--- src/rtl/pad_strip.sv ---
// pad_strip: drops the zero-padding border of a padded RGB frame and forwards active pixels with coordinates.
module pad_strip #(
  parameter int width = 320,
  parameter int height = 240,
  parameter int kernelSize = 3,
  parameter int dataWidth = 24
) (
  input  logic                 clk,
  input  logic                 reset,
  input  logic                 newFrame,
  input  logic                 iValid,
  input  logic [dataWidth-1:0] iData,
  output logic [dataWidth-1:0] oData,
  output logic                 oValid,
  output logic [15:0]          xCnt,
  output logic [15:0]          yCnt,
  output logic                 oDone,
  output logic [15:0]          oPadErrCnt,
  output logic                 oFrameErr
);
  localparam int B = (kernelSize - 1) / 2;
  localparam logic [15:0] padB = 16'(B);
  localparam logic [15:0] lastCol = 16'(width + 2 * B - 1);
  localparam logic [15:0] lastRow = 16'(height + 2 * B - 1);
  localparam logic [15:0] endCol = 16'(B + width);
  localparam logic [15:0] endRow = 16'(B + height);
  typedef enum logic [1:0] {IDLE, RUN, DONE} state_t;
  state_t state;
  logic [15:0] pc, pr, curPc, curPr, nextPc, nextPr, errBase;
  logic acc, active, last;
  // newFrame makes the pixel of the same cycle padded (0,0) of the new frame
  always_comb begin
    curPc = newFrame ? '0 : pc;
    curPr = newFrame ? '0 : pr;
    acc = iValid && (newFrame || state == RUN);
    active = curPc >= padB && curPc < endCol && curPr >= padB && curPr < endRow;
    last = curPc == lastCol && curPr == lastRow;
    nextPc = (curPc == lastCol || last) ? '0 : curPc + 16'd1;
    nextPr = last ? '0 : (curPc == lastCol ? curPr + 16'd1 : curPr);
    errBase = newFrame ? '0 : oPadErrCnt;
  end
  always_ff @(posedge clk or negedge reset) begin
    if (!reset) begin
      state <= IDLE;
      pc <= '0;
      pr <= '0;
      oData <= '0;
      oValid <= 1'b0;
      xCnt <= '0;
      yCnt <= '0;
      oDone <= 1'b0;
      oPadErrCnt <= '0;
      oFrameErr <= 1'b0;
    end else begin
      oValid <= acc && active;
      oDone <= acc && active && curPc == endCol - 16'd1 && curPr == endRow - 16'd1;
      if (acc && active) begin
        oData <= iData;
        xCnt <= curPc - padB;
        yCnt <= curPr - padB;
      end
      if (newFrame && state == RUN) oFrameErr <= 1'b1;
      if (acc || newFrame) begin
        pc <= acc ? nextPc : '0;
        pr <= acc ? nextPr : '0;
      end
      oPadErrCnt <= (acc && !active && iData != '0 && errBase != 16'hFFFF) ? errBase + 16'd1 : errBase;
      state <= (acc && last) ? DONE : (newFrame ? RUN : (state == DONE ? IDLE : state));
    end
  end
endmodule

--- config.mk ---
export PLATFORM = sky130hd
export DESIGN_NAME = pad_strip
export DESIGN_NICKNAME = d
export VERILOG_FILES = /design/src/rtl/pad_strip.sv
export SDC_FILE = /design/constraint.sdc
export NUM_CORES = 1
export LEC_CHECK = 0
export ABC_AREA = 1
export ABC_CLOCK_PERIOD_IN_PS = 4750
export CAP_MARGIN = 0
export CORE_ASPECT_RATIO = 0.6
export CORE_MARGIN = 2
export CORE_UTILIZATION = 60
export CTS_BUF_LIST = sky130_fd_sc_hd__clkbuf_8
export CTS_CLUSTER_SIZE = 10
export DETAILED_ROUTE_END_ITERATION = 7
export PLACE_DENSITY_LB_ADDON = 0.2
export SLEW_MARGIN = 20
export SYNTH_ARGS = -nofsm -noshare
export SYNTH_HDL_FRONTEND = slang
export SYNTH_SLANG_ARGS = --single-unit
export TNS_END_PERCENT = 10
--- constraint.sdc ---
create_clock -name clk -period 4.75 [get_ports clk]
set_input_delay 0.7125 -clock clk [delete_from_list [all_inputs] [get_ports clk]]
set_output_delay 0.7125 -clock clk [all_outputs]
set_load 0.05 [all_outputs]
==> run_results.csv <==
group,metric,value,unit
timing,grt_setup_unrepaired,"no",
floorplanning,io_pins,103,
global_routing,grt_pass1_vias,5681,
drt,route.detailed.drc,0,
floorplanning,die_w,137,µm
critical_path,r2r_setup_slack,1760,ps
pwr,power_frac_seq,47.3,%
final_layout,diodes,0,
timing,setup_viol,0,
pwr,p_leak,0.00392,µW
timing,fin_ws,1280,ps
global_routing,antenna_found_initial,0,
synth,synth_cells,905,
synth,yosysWarnings,0,
synth,yosys.area.top_type_share,42.6,%
final_layout,layout-drive-gt1-share,5.08,%
critical_path,r2r_end,"xCnt[15]",
critical_path,worstPathRequired,5060,ps
clocking,root_buffer,"clkbuf_8",
timing,period_share,73.0,%
floorplanning,die_h,84.0,µm
synth,synth_edf_count,0,
synth,syn_nets,942,
global_routing,track_usage,31.0,%
final_layout,area_growth,20.1,%
critical_path,crit_type,"primary input to flop",
synth,synth_top_cell_by_area,"dfrtp_1",
synth,syn_area_per_cell,7.07,µm²
clocking,cts_num_sinks,109,
final_layout,nFillCells,863,
critical_path,ff2ff_path_depth,11,
floorplanning,dieArea,0.0115,mm²
drt,drt_pre_antenna_iters,6,
clocking,ctsHoldBuffers,0,
floorplanning,initial_utilization,61.0,%
placement,portBuffers,102,
critical_path,crit_path_end_kind,"flop",
drt,totalWireLength,16800,µm
clocking,clk_latency,380,ps
synth,synthFlopType,"dfrtp_1",
timing,slew_violations,0,
placement,dp_cells,1126,
drt,first_iter_violations,708,
drt,post_drt_wl_per_cell,14.7,µm
run_status,status,"finished clean",
timing,max_slew.worst_pin.slew,815,ps
timing,slew_headroom,45.6,%
clocking,htree_levels,3,
critical_path,path_cells,"clkdlybuf4s50_1 > inv_2 > nand2_1 > ha_1 > nand3_1 > inv_1 > nand4_1 > inv_2 > nor2_4 > nand3_1 > nand2_1",
synth,async_flop_share,100,%
pwr,power,2230,µW
synth,ys_ff_latch,109,
clocking,cts_made_buffers,9,
timing,tns,0,ps
pwr,swShare,37.0,%
synth,yosysSeqAreaShare,42.6,%
hold_path,holdCritPathClass,"primary input to async pin",
pwr,power_density,291,mW/mm²
global_routing,grt-ovfl-total,0,
placement,place.detailed.hpwl,11800,µm
pwr,p_int,1410,µW
floorplanning,num_rows,29,
drt,drt-vias-per-instance,5.47,
critical_path,start_kind,"primary input",
critical_path,path_buf_inv,4,
pwr,power.switching,827,µW
critical_path,crit_arrival,3780,ps
clocking,cts_resized,0,
pwr,power_frac_comb,28.6,%
global_routing,grt_start_max_net_pins,80,
final_layout,fin_nets,1035,
global_routing,grt_pass1_wl,28400,µm
pwr,irDropWorstVdd,0.000262,V
clocking,clock_path_buffers,2,
clocking,postCtsSetupBuffers,0,
timing,whs,330,ps
timing,fin_crit,3470,ps
drt,drt.antenna.violating_nets,0,
timing,fmax,288,MHz
critical_path,slowest_stage,"nor2_4",
synth,synth_area,0.00640,mm²
clocking,cts.clk_slew.worst_paths,110,ps
critical_path,reg2reg_from,"pr[0]",
synth,yosysUniqueCellTypes,35,
critical_path,critPathTopFamily,"simple AND/OR/NAND/NOR gates",
placement,place_worst_setup_slack,909,ps
pwr,clkPwrFrac,24.1,%
timing,hold_viol,0,
floorplanning,core_area,0.0105,mm²
critical_path,worstPathMaxFanout,36,
final_layout,final_cells,1142,
clocking,cts_tree,"done",
drt,via_count,6247,
synth,synth_area_leaders,"dfrtp_1, nand2_1, nand3_1",
run,drv_cap,0,
placement,gp_congestion,0.949,
timing,finClkSkew,10.7,ps
critical_path,slowest_delay,640,ps
power by group through the flow:
stage / registers, µW / logic, µW / clock network (µW)
after floorplan: 1350 / 119 / 0
after global placement: 1070 / 633 / 0
after detailed placement: 1070 / 642 / 0
after CTS: 1060 / 643 / 552
after global routing: 1070 / 679 / 596
final: 1060 / 640 / 538
per-stage QoR:
stage	cell area, µm²	util (%)
floorplan	6400	-
global placement	7500	71.5
detailed placement	7500	71.5
CTS	7680	73.2
global route	7680	73.3
finish	7680	73.3
registers in the layout, summed over array words and instances, names as in the netlist:
signal / cells
oData: 24
oDone: 1
oFrameErr: 1
oPadErrCnt: 16
oValid: 1
pc: 16
pr: 16
state: 2
xCnt: 16
yCnt: 16
cell usage in the layout (no fill, tap or decap):
cell type and instances:
nand3_2 2, clkdlybuf4s50_1 101, nand2_1 330, a21oi_1 5, nand3b_1 2, o22a_1 1, inv_6 1, nand4_1 22
nor3_1 13, xor2_1 29, o22ai_1 3, clkinvlp_4 1, or2_0 1, clkinv_2 1, ha_1 9, o2111ai_1 1
buf_6 1, nor4_1 1, o21ai_0 19, nor2_1 101, clkinv_4 3, inv_1 74, dfrtp_1 109, buf_4 9
a31oi_1 1, nand2_2 6, nor3b_1 1, nor2_2 7, o21ai_1 5, and3_1 1, inv_8 1, clkbuf_8 9
o21ai_2 2, o21bai_1 1, inv_2 6, nand3_1 114, nor2_4 1, nor3_4 1, xnor2_1 8
worst register-to-register path: cells and delay by family, from the launching register on:
kind                       cells  cell delay [ps]
DFF                            1              390
and+or+nand+nor                7             1890
buffers and inverters          3              350
adders and majority gates      1              290
cells by family after synthesis:
kind of cell,after synthesis,synth area share [%]
flip-flops,109,42.6
AO/OA/AOI/OAI,38,3.32
AND/OR/NAND/NOR,603,40.0
buffers and inverters,109,7.23
adder cells (fa/ha/maj),9,1.76
XOR/XNOR,37,5.06
synthesized netlist by cell type, types with 2 or more instances:
| cell type | instances |
|---|---|
| nand3b_1 | 2 |
| xor2_1 | 29 |
| o21ai_0 | 19 |
| inv_1 | 74 |
| a21oi_1 | 5 |
| o21ai_1 | 5 |
| nand2_1 | 330 |
| nand4_1 | 22 |
| xnor2_1 | 8 |
| nor2_2 | 7 |
| buf_6 | 3 |
| nand3_1 | 114 |
| nor2_1 | 101 |
| clkbuf_1 | 8 |
| buf_4 | 4 |
| dfrtp_1 | 109 |
| buf_2 | 13 |
| nor3_1 | 13 |
| inv_2 | 6 |
| ha_1 | 9 |
| nand3_2 | 2 |
| nand2_2 | 6 |
| o21ai_2 | 2 |
| o22ai_1 | 3 |
worst max path at each step:
stage	slack [ps]	depth (start not counted)	startpoint	to
2_1_floorplan	2090	13	newFrame	yCnt[10]
3_3_place_gp	1080	12	newFrame	oData[12]
3_5_place_dp	910	11	newFrame	yCnt[10]
4_1_cts	1300	11	newFrame	yCnt[10]
5_1_grt	970	11	newFrame	xCnt[9]
6_report	1280	11	newFrame	xCnt[15]
layer usage:
| metal | routed length [µm] | vias up | global-route usage [%] |
|---|---|---|---|
| met5 | 0 | - | 0 |
| met4 | 240 | 0 | 8.25 |
| met3 | 1570 | 22 | 6.62 |
| met2 | 7030 | 276 | 43.7 |
| met1 | 7920 | 2893 | 47.9 |
| li1 | - | 3056 | - |
cell type report:
class                           count  area [µm²]  area share [%]
Sequential cell                   109        2730            35.5
Timing Repair Buffer              111        1090            14.2
Inverter                           80         300            3.91
Clock inverter                      7        58.8           0.765
Tap cell                          139         174            2.26
Multi-Input combinational cell    687        3210            41.8
Clock buffer                        9         124            1.61
(Power assumes the default switching activity.)
